--- src/rtl/count_unary_serializer.sv ---
// Re-expands a binary ones-count into a thermometer frame sent LSB first, one bit per clock.
// Optional trailing even-parity bit when UNARY_PARITY_EN is defined.
module count_unary_serializer #(
    parameter int N_BITS = 3,
    parameter int CW     = 2
) (
    input  logic          clk,
    input  logic          rst_n,
    input  logic          in_valid_i,
    output logic          in_ready_o,
    input  logic [CW-1:0] in_count_i,
    output logic          out_valid_o,
    input  logic          out_ready_i,
    output logic          out_bit_o,
    output logic          out_last_o,
    output logic          ovf_o
);

`ifdef UNARY_PARITY_EN
    localparam int FL = N_BITS + 1;
`else
    localparam int FL = N_BITS;
`endif
    localparam int IW = (FL > 1) ? $clog2(FL) : 1;

    typedef enum logic {IDLE, SHIFT} state_t;

    state_t          state_q;
    logic [FL-1:0]   sr_q;
    logic [IW-1:0]   idx_q;
    logic            out_bit_q;
    logic            out_last_q;
    logic            ovf_q;

    logic [FL-1:0]   frame_d;
    logic [IW-1:0]   idx_d;
    logic            ovf_hit;
    logic            in_xfer;
    logic            out_xfer;

    // Data bit i is set iff i < count; bits past N_BITS never exist, which is the clamp.
    always_comb begin
        frame_d = '0;
        for (int i = 0; i < N_BITS; i++)
            frame_d[i] = (i < int'(in_count_i));
`ifdef UNARY_PARITY_EN
        frame_d[FL-1] = ^frame_d[N_BITS-1:0];
`endif
    end

    assign ovf_hit     = int'(in_count_i) > N_BITS;
    assign idx_d       = idx_q + 1'b1;
    assign out_valid_o = (state_q == SHIFT);
    assign out_xfer    = out_valid_o && out_ready_i;
    assign in_ready_o  = (state_q == IDLE) || (out_xfer && out_last_q);
    assign in_xfer     = in_valid_i && in_ready_o;
    assign out_bit_o   = out_bit_q;
    assign out_last_o  = out_last_q;
    assign ovf_o       = ovf_q;

    always_ff @(posedge clk or negedge rst_n) begin
        if (!rst_n) begin
            state_q    <= IDLE;
            sr_q       <= '0;
            idx_q      <= '0;
            out_bit_q  <= 1'b0;
            out_last_q <= 1'b0;
            ovf_q      <= 1'b0;
        end else begin
            if (in_xfer && ovf_hit)
                ovf_q <= 1'b1;
            case (state_q)
                IDLE: begin
                    if (in_xfer) begin
                        state_q    <= SHIFT;
                        out_bit_q  <= frame_d[0];
                        sr_q       <= frame_d >> 1;
                        idx_q      <= '0;
                        out_last_q <= 1'b0;
                    end
                end
                SHIFT: begin
                    if (out_xfer) begin
                        if (!out_last_q) begin
                            out_bit_q  <= sr_q[0];
                            sr_q       <= sr_q >> 1;
                            idx_q      <= idx_d;
                            out_last_q <= (int'(idx_d) == FL - 1);
                        end else if (in_xfer) begin
                            // Back-to-back: next frame's bit 0 follows the last bit directly.
                            out_bit_q  <= frame_d[0];
                            sr_q       <= frame_d >> 1;
                            idx_q      <= '0;
                            out_last_q <= 1'b0;
                        end else begin
                            state_q    <= IDLE;
                            out_bit_q  <= 1'b0;
                            out_last_q <= 1'b0;
                            sr_q       <= '0;
                            idx_q      <= '0;
                        end
                    end
                end
                default: state_q <= IDLE;
            endcase
        end
    end

endmodule
--- config.mk ---
export PLATFORM = sky130hd
export DESIGN_NAME = count_unary_serializer
export DESIGN_NICKNAME = d
export VERILOG_FILES = /design/src/rtl/count_unary_serializer.sv
export SDC_FILE = /design/constraint.sdc
export NUM_CORES = 1
export LEC_CHECK = 0
export BUFFER_PORTS_ARGS = -buffer_cell sky130_fd_sc_hd__buf_4
export CAP_MARGIN = 10
export CORE_AREA = 2 2 39 41
export DETAILED_ROUTE_END_ITERATION = 10
export DIE_AREA = 0 0 41 43
export PLACE_DENSITY = 0.45
export SLEW_MARGIN = 10
export SYNTH_ARGS = -nofsm -noshare
export SYNTH_HDL_FRONTEND = slang
export SYNTH_SLANG_ARGS = --single-unit
export TNS_END_PERCENT = 1
--- constraint.sdc ---
create_clock -name clk -period 2.6 [get_ports clk]
set_input_delay 0.52 -clock clk [delete_from_list [all_inputs] [get_ports clk]]
set_output_delay 0.52 -clock clk [all_outputs]
set_load 0.005 [all_outputs]
==> reports/results.txt, run 1 <==
finished layout cell area: 465 um2
DRT Pass-1 Iters: 2
xor/xnor cell area share of the yosys netlist: 0
result of the run: finished, final reports clean
final WL: 737 um
CTS clock-pin slew for the worst setup and hold paths: 0.06 ns
worst r2r src: out_valid_o$_DFF_PN0_
largest net degree at the start of global routing: 9
post-cts resize count: 0
capturing point of the worst reg2reg path: out_bit_o$_DFFE_PN0P_
H-Tree Depth: 1
post-synthesis instance area: 370 um2
DR WL/cell: 11.3 um
worst skew pair latency: 0.26 ns
Synth warnings: 0
Die ar.: 1760 um2
Adder-Cell Fraction of Synth Area: 0.0338
Placed Cells: 61
Synth area leader: dfrtp_1
# diodes: 0
hold_ws: 0.0620 ns
clk_skew: 0.0121 ns
DR vias/cell: 4.52
Max IR drop VDD: 0.383 mV
Die H: 43 um
CTS tree: built
Seq/Total Area, Yosys: 0.473
maxcap violations: 0
Root Buffer: clkbuf_4
initial core utilization: 0.268
post-CTS setup buffer count: 0
initial antenna violation count: 0
fin crit share: 0.591
CORE AREA: 1380 um2
number of vias in the routed layout: 294
worst endpoint required time: 2.08 ns
Site Rows: 14
global-route wire length before repair: 1150 um
final net count: 57
combinational family with the most area after synthesis: compound AO/OA/AOI/OAI gates
RD Place Congestion: 0.621
Period minus WS final: 1.54 ns
Post-CTS Hold Buffers: 0
Netlist cell types: 19
Crit Path Category: register to output pin
Crit path arrival time: 1.02 ns
DRC viols: 0
GRT Util Overall: 0.106
cell count of the worst reg-to-reg path: 3
Post-Syn Nets: 45
Synth Area in Compound Gates: 0.176
setup TNS: 0 ns
worst reg-to-reg setup slack: 1.43 ns
PwrDens: 1000 nW/um2
Worst Path Max Fanout: 8
Startpoint Class: register
global route total overflow: 0
fmax: 651 MHz
post-synthesis simple-gate area fraction: 0.142
RSZ-0062 raised after global routing: no
Clock Sinks: 7
syn_area_per_cell: 9.75 um2
dpl cell area: 439 um2
Ports: 11
Pleak: 0.226 nW
post-synthesis mux area share: 0.0946
post-synth top area share: 0.473
starting DRC count in detailed routing: 2
ANT nets after route: 0
Fin. Hold Viols: 0
Synth area leaders: dfrtp_1 (47%), a21oi_1 (5.4%), a32o_1 (5.4%)
share of post-route cells with drive strength above 1: 0.286
area grow syn2layout: 25.7%
Synth Register Bits: 7
final setup violation count: 0
CTS buffer count: 3
vias in the first global route: 256
Max Root-Sink Buffers: 2
Gate Count Post-Synth: 38
chip width: 41 um
pins over their slew limit: 0
CP Capture Type: output pin
number of port buffers: 9
worst min path class: input pin to async pin
post-route insts no fill: 65
final cells by class:
type                            count  area, um2
Inverter                            2       7.51
Tap cell                           16       20.0
Multi-Input combinational cell     27        169
Sequential cell                     7        175
Fill cell                         148        918
Clock buffer                        4       26.3
Timing Repair Buffer                9       67.6
per-stage QoR:
| stage | power (mW) | setup slack [ns] | util |
|---|---|---|---|
| floorplan | 0.303 | 1.44 | - |
| global placement | 0.367 | 1.14 | 0.317 |
| detailed placement | 0.371 | 1.14 | 0.317 |
| CTS | 0.474 | 1.07 | 0.336 |
| global route | 0.513 | 1.01 | 0.336 |
| finish | 0.466 | 1.06 | 0.336 |
how the worst max path moves through the flow:
| stage | from | endpoint | slack, ns | depth (start not counted) |
|---|---|---|---|---|
| 2_1_floorplan | out_ready_i | in_ready_o | 1.44 | 2 |
| 3_3_place_gp | out_ready_i | in_ready_o | 1.14 | 4 |
| 3_5_place_dp | out_ready_i | in_ready_o | 1.14 | 4 |
| 4_1_cts | out_last_o$_DFFE_PN0P_ | in_ready_o | 1.07 | 3 |
| 5_1_grt | out_valid_o$_DFF_PN0_ | in_ready_o | 1.01 | 2 |
| 6_report | out_valid_o$_DFF_PN0_ | in_ready_o | 1.06 | 2 |
synthesized netlist by cell type, drive strengths merged:
library cell  count
a32o              2
nand2b            1
mux2i             2
ha                1
dfrtp             7
o22ai             1
a21oi             4
inv               2
and3              1
conb              1
mux2              1
nor2              5
o2bb2ai           1
nor2b             1
o21ai             2
buf               2
nand2             4
per-layer routing:
metal / share of wire / GRT usage / up-vias
li1: - / - / 151
met1: 0.47 / 0.134 / 135
met2: 0.46 / 0.125 / 6
met3: 0.052 / 0.0471 / 2
met4: 0.014 / 0.100 / 0
met5: 0 / 0 / -
cell usage in the layout, fill, tap and decap left out, drive strengths merged:
cell	instances
mux2	1
dfrtp	7
nand2	4
and3	1
nor2b	1
o21ai	2
a21oi	4
nand2b	1
nor2	5
buf	9
a32o	2
clkbuf	4
ha	1
inv	2
o22ai	1
conb	1
mux2i	2
o2bb2ai	1
power by group:
part	leakage [nW]	internal, mW	switching, mW	total, mW
Clock	0.0150	0.0587	0.0422	0.101
Combinational	0.126	0.0966	0.0751	0.172
Sequential	0.0850	0.151	0.0424	0.193
Total	0.226	0.306	0.160	0.466
sequential cells by signal (all words and copies together) (netlist names):
name	cells
sr_q	2
out_bit_o	1
out_valid_o	1
idx_q	2
out_last_o	1
critical path, stage by stage (launching register included):
cell and delay, ns:
dfrtp_1 0.50, nand2_1 0.11, buf_4 0.15
logic make-up after synthesis:
| kind of cell | Yosys count |
|---|---|
| flops | 7 |
| simple gates | 12 |
| other cells | 1 |
| compound gates | 10 |
| buf+inv | 4 |
| fa+ha+maj | 1 |
| mux | 3 |
Note: power is estimated with default switching activity, not from simulation.
==> run 2, diff against run 1 <==
--- a/config.mk
+++ b/config.mk
@@ -5,12 +5,13 @@
 export SDC_FILE = /design/constraint.sdc
 export NUM_CORES = 1
 export LEC_CHECK = 0
+export ABC_AREA = 1
 export BUFFER_PORTS_ARGS = -buffer_cell sky130_fd_sc_hd__buf_4
 export CAP_MARGIN = 10
 export CORE_AREA = 2 2 39 41
 export DETAILED_ROUTE_END_ITERATION = 10
 export DIE_AREA = 0 0 41 43
-export PLACE_DENSITY = 0.45
+export PLACE_DENSITY = 0.48
 export SLEW_MARGIN = 10
 export SYNTH_ARGS = -nofsm -noshare
 export SYNTH_HDL_FRONTEND = slang
==> constraint.sdc (replaced) <==
create_clock -name clk -period 1.2 [get_ports clk]
set_input_delay 0.24 -clock clk [delete_from_list [all_inputs] [get_ports clk]]
set_output_delay 0.24 -clock clk [all_outputs]
set_load 0.005 [all_outputs]
==> reports/results.txt, run 2 <==
result of the run: finished, final reports clean
clock share of power: 0.210 (-0.007)
Post-synth ARST share: 1.00 (unchanged)
Placed Cells: 72 (+18%)
Fin. Hold Viols: 0 (unchanged)
worst min path class: input pin to register
Crit path arrival time: 0.92 ns (-0.10 ns)
count leader, synth: nand2_1
Netlist cell types: 15 (-4)
Synth Register Bits: 7 (unchanged)
switching share of power: 0.341 (-0.00218)
fillers: 151 (+2.0%)
# diodes: 0 (unchanged)
global route total overflow: 0 (unchanged)
Max IR drop VDD: 0.582 mV (+52%)
share of post-route cells with drive strength above 1: 0.303 (+0.0173)
Detailed Place HPWL: 561 um
met3 Usage GRT: 0.0314 (-0.0157)
Seq/Total Area, Yosys: 0.464 (-0.00940)
Gate Count Post-Synth: 49 (+29%)
number of vias in the routed layout: 349 (+19%)
CTS tree: built
Post-Syn Nets: 56 (+24%)
maxcap violations: 0 (unchanged)
Primary FF master, synth: dfrtp_1
commonest non-fill, non-tap cell in the layout: buf_4
Post-synth top cells: nand2_1 (10), inv_1 (9), dfrtp_1 (7)
Sequential Power Share: 0.364 (-0.051)
DRC viols: 0 (unchanged)
post-route insts no fill: 82 (+26%)
Clock Sinks: 7 (unchanged)
final core utilization: 0.380 (+0.0434)
setup TNS: 0 ns (unchanged)
worst endpoint required time: 0.96 ns (-1.12 ns)
post-synthesis instance area: 378 um2 (+2.0%)
largest net degree at the start of global routing: 8 (-1)
DR WL/cell: 9.18 um (-19%)
initial core utilization: 0.273 (+0.00542)
Synth area leader: dfrtp_1
clk_skew: 0.00120 ns (-0.0109 ns)
Crit Path Category: register to output pin
Worst Path Max Fanout: 3 (-5)
initial antenna violation count: 0 (unchanged)
global-route wire length before repair: 1230 um (+6.6%)
most frequent cells in the layout: buf_4 (13), nand2_1 (10), inv_1 (9), nor2_1 (6), dfrtp_1 (6)
fmax: 863 MHz
fin crit share: 0.966
DR vias/cell: 4.26 (-5.9%)
vias in the first global route: 309 (+21%)
CP Capture Type: output pin
final net count: 74 (+30%)
Ports: 11 (unchanged)
CORE AREA: 1380 um2 (unchanged)
Site Rows: 14 (unchanged)
final WL: 753 um (+2.2%)
GRT Util Overall: 0.107 (+0.00123)
number of port buffers: 9 (unchanged)
hold_ws: 0.243 ns (+0.181 ns)
worst skew pair latency: 0.25 ns (about the same)
biggest regs: idx_q: 2 flops, sr_q: 2 flops
syn_area_per_cell: 7.71 um2 (-21%)
Max Root-Sink Buffers: 2 (unchanged)
CTS clock-pin slew for the worst setup and hold paths: 0.05 ns (about the same)
met2 GRT Util: 0.138 (+0.0125)
Sw Pwr: 0.357 mW (+120%)
Die H: 43 um (unchanged)
starting DRC count in detailed routing: 4 (+2)
CTS buffer count: 3 (unchanged)
RD Place Congestion: 0.661 (+6.5%)
final setup violation count: 0 (unchanged)
Startpoint Class: register
RSZ-0062 raised after global routing: yes
Root Buffer: clkbuf_4
Synth area leaders: dfrtp_1 (46%), nand2_1 (9.9%), inv_1 (8.9%)
Die ar.: 1760 um2 (unchanged)
met1 GRT Util: 0.135 (+0.000887)
ANT nets after route: 0 (unchanged)
Synth warnings: 0 (unchanged)
pins over their slew limit: 0 (unchanged)
Pint: 0.691 mW (+130%)
DRT Pass-1 Iters: 4 (+2)
combinational power share: 0.426 (+0.058)
PwrDens: 1990 nW/um2 (+99%)
H-Tree Depth: 1 (unchanged)
Pleak: 0.286 nW (+27%)
EDFF count, synth: 0 (unchanged)
GRT Max-Usage Layer: met2
chip width: 41 um (unchanged)
post-synth top area share: 0.464 (-0.00940)
area grow syn2layout: 39.1%
Period minus WS final: 1.16 ns
[run 2: changes by cell type after synthesis, moves of 2 or more]
cell / previous run / this run
a21oi_1: 4 / 2
a32o_1: 2 / 0
inv_1: 2 / 9
nand2_1: 4 / 10
nand3_1: 0 / 3
nand4_1: 0 / 2
o21ai_0: 0 / 3
o21ai_1: 2 / 0
[run 2: logic make-up (layout without fill, tap and decap cells)]
logic type	count (synthesis)	count (layout)	share of synthesized area
adders and majority gates	1	1	0.0331
and+or+nand+nor	22	22	0.248
DFF	7	7	0.464
AOI/OAI and AO/OA	7	7	0.106
buffers and inverters	11	28	0.139
other	1	1	0.00992
[run 2: layout make-up]
type | count | area, um2 | area share
clock buffers | 4 | 26.3 | 0.0500
inverters | 9 | 33.8 | 0.0643
multi-input cells | 31 | 150 | 0.286
flip-flops and latches | 7 | 176 | 0.336
well taps | 16 | 20.0 | 0.0381
repair buffers | 15 | 119 | 0.226
[run 2: what timing repair did]
| item | CTS | global route |
|---|---|---|
| setup buffers | 3 | 2 |
| hold buffers | 1 | 0 |
| pin swaps | 0 | 2 |
| gates resized for setup | 1 | 1 |
| endpoints found under the hold margin | 7 | 0 |
| endpoints found under the setup margin | 1 | 1 |
[run 2: power groups by stage]
stage | sequential, mW | clock (mW) | combinational [mW]
floorplan | 0.374 | 0 | 0.239
global placement | 0.391 | 0 | 0.361
detailed placement | 0.391 | 0 | 0.358
CTS | 0.381 | 0.222 | 0.400
global route | 0.392 | 0.240 | 0.517
finish | 0.381 | 0.220 | 0.446
[run 2: path summary, 6_finish.rpt]
kind                            cells after the start                     to                    from  slack [ns]
worst min-delay path                                3  out_valid_o$_DFF_PN0_              in_valid_i        0.24
max in group asynchronous                           2  out_valid_o$_DFF_PN0_                   rst_n        0.73
worst max register to register                      4    sr_q[0]$_DFFE_PN0P_   out_valid_o$_DFF_PN0_        0.12
worst max-delay path                                3             in_ready_o  out_last_o$_DFFE_PN0P_        0.04
worst min register to register                      1   idx_q[0]$_DFFE_PN0P_    idx_q[0]$_DFFE_PN0P_        0.51
min in group asynchronous                           2   idx_q[1]$_DFFE_PN0P_                   rst_n        0.34
[run 2: metrics by stage]
stage	worst slack (ns)	area, um2	total power [mW]
after floorplan	0.279	378	0.613
after global placement	0.173	447	0.752
after detailed placement	0.151	447	0.750
after CTS	0.00648	507	1.00
after global routing	-0.0144	526	1.15
final	0.0408	526	1.05
[run 2: per-layer routing]
layer  vias to the layer above  routed length (um)
met5                         -                   0
met4                         0                  28
met3                         5                  25
met2                         9                 335
met1                       150                 364
li1                        185                   -
[run 2: worst max-delay path, cell delays in order (launching register included)]
cell and delay (ns):
dfrtp_1 0.39, nand2_1 0.08, nand2_2 0.07, buf_6 0.12
==> run 3, diff against run 2 <==
--- a/config.mk
+++ b/config.mk
@@ -11,7 +11,7 @@
 export CORE_AREA = 2 2 39 41
 export DETAILED_ROUTE_END_ITERATION = 10
 export DIE_AREA = 0 0 41 43
-export PLACE_DENSITY = 0.48
+export PLACE_DENSITY = 0.46
 export SLEW_MARGIN = 10
 export SYNTH_ARGS = -nofsm -noshare
 export SYNTH_HDL_FRONTEND = slang
==> constraint.sdc (replaced) <==
create_clock -name clk -period 1.38 [get_ports clk]
set_input_delay 0.276 -clock clk [delete_from_list [all_inputs] [get_ports clk]]
set_output_delay 0.276 -clock clk [all_outputs]
set_load 0.005 [all_outputs]
==> reports/results.txt, run 3 (synthesis gave the netlist of run 2 again) <==
most frequent cells in the layout: nand2_1 (10), inv_1 (9), buf_4 (9), nor2_1 (6), dfrtp_1 (6)
maxcap violations: 0 (unchanged)
Pleak: 0.262 nW (-8.4%)
DR WL/cell: 9.38 um (+2.1%)
worst endpoint required time: 1.10 ns (+0.14 ns)
Detailed Place HPWL: 558 um (-0.61%)
initial antenna violation count: 0 (unchanged)
initial core utilization: 0.273 (unchanged)
number of port buffers: 9 (unchanged)
Pwr Total: 0.829 mW (-21%)
chip width: 41 um (unchanged)
DRT Pass-1 Iters: 3 (-1)
DR vias/cell: 4.10 (-3.6%)
area grow syn2layout: 28.1%
final WL: 722 um (-4.1%)
Startpoint Class: register
Root Buffer: clkbuf_4
Crit Path Category: register to output pin
fillers: 153 (+1.3%)
Crit path arrival time: 0.96 ns (+0.04 ns)
Clock Sinks: 7 (unchanged)
CTS clock-pin slew for the worst setup and hold paths: 0.05 ns (about the same)
vias in the first global route: 303 (-1.9%)
number of vias in the routed layout: 316 (-9.5%)
fin crit share: 0.898
Ports: 11 (unchanged)
global-route wire length before repair: 1190 um (-3.4%)
worst min path class: input pin to register
fmax: 807 MHz
Period minus WS final: 1.24 ns
CORE AREA: 1380 um2 (unchanged)
starting DRC count in detailed routing: 8 (+4)
pins over their slew limit: 0 (unchanged)
result of the run: finished, final reports clean
CTS tree: built
ANT nets after route: 0 (unchanged)
worst skew pair latency: 0.25 ns (about the same)
global route total overflow: 0 (unchanged)
DRC viols: 0 (unchanged)
Fin. Hold Viols: 0 (unchanged)
commonest non-fill, non-tap cell in the layout: nand2_1
Max Root-Sink Buffers: 2 (unchanged)
Site Rows: 14 (unchanged)
RD Place Congestion: 0.627 (-5.1%)
GRT Util Overall: 0.112 (+0.00495)
RSZ-0062 raised after global routing: no
CP Capture Type: output pin
clk_skew: 0.000279 ns (-0.000926 ns)
CTS buffer count: 3 (unchanged)
largest net degree at the start of global routing: 11 (+3)
biggest regs: idx_q: 2 flops, sr_q: 2 flops
setup TNS: 0 ns (unchanged)
final net count: 69 (-6.8%)
share of post-route cells with drive strength above 1: 0.246 (-0.0571)
H-Tree Depth: 1 (unchanged)
# diodes: 0 (unchanged)
Die H: 43 um (unchanged)
final setup violation count: 0 (unchanged)
Worst Path Max Fanout: 10 (+7)
Max IR drop VDD: 0.515 mV (-11%)
PwrDens: 1710 nW/um2 (-14%)
Die ar.: 1760 um2 (unchanged)
## run 3: cell count changes in the layout (fill, tap and decap cells not counted)
cell / change
buf_6: -1
buf_4: -4
## run 3: final cells by class
cell class | count | area (um2) | share of cell area
Inverter | 9 | 33.8 | 0.0698
Multi-Input combinational cell | 31 | 150 | 0.310
Clock buffer | 4 | 26.3 | 0.0543
Timing Repair Buffer | 10 | 77.6 | 0.160
Sequential cell | 7 | 176 | 0.364
Tap cell | 16 | 20.0 | 0.0413
## run 3: per-layer routing
metal / vias to the layer above / wire length, um / share of wire / track usage
met5: - / 0 / 0 / 0
met4: 0 / 20 / 0.028 / 0.140
met3: 2 / 27 / 0.037 / 0.0314
met2: 7 / 304 / 0.42 / 0.125
met1: 133 / 369 / 0.51 / 0.145
li1: 174 / - / - / -
## run 3: final timing paths
kind,start,to,slack [ns],depth (start not counted)
max,out_valid_o$_DFF_PN0_,in_ready_o,0.14,2
min reg2reg,idx_q[0]$_DFFE_PN0P_,idx_q[0]$_DFFE_PN0P_,0.51,1
max reg2reg,out_valid_o$_DFF_PN0_,sr_q[0]$_DFFE_PN0P_,0.39,3
max in group asynchronous,rst_n,out_valid_o$_DFF_PN0_,0.87,2
min in group asynchronous,rst_n,idx_q[1]$_DFFE_PN0P_,0.38,2
min,in_valid_i,out_valid_o$_DFF_PN0_,0.29,3
## run 3: critical path: stages, from the launching register on
cell,delay [ns]
dfrtp_2,0.47
nand2_2,0.13
buf_4,0.12
## run 3: metrics by stage
step	utilization	instances	setup slack, ns	instance area (um2)	hold slack [ns]
after floorplan	-	49	0.459	378	-0.0196
after global placement	0.323	72	0.332	447	0.0958
after detailed placement	0.323	72	0.313	447	0.0956
after CTS	0.349	77	0.0305	483	0.275
after global routing	0.350	77	0.0774	484	0.286
final	0.350	77	0.141	484	0.285
## run 3: power by group
group,switching [mW],internal (mW),leakage [nW]
combinational,0.158,0.149,0.162
sequential,0.0537,0.284,0.0851
clock,0.0745,0.110,0.0150
## run 3: what timing repair did
item / in CTS / in global routing
setup endpoints to repair: 0 / 1
endpoints found under the hold margin: 7 / 0
resized for setup: 0 / 1
hold buffers: 1 / 0
buffers inserted: 0 / 0
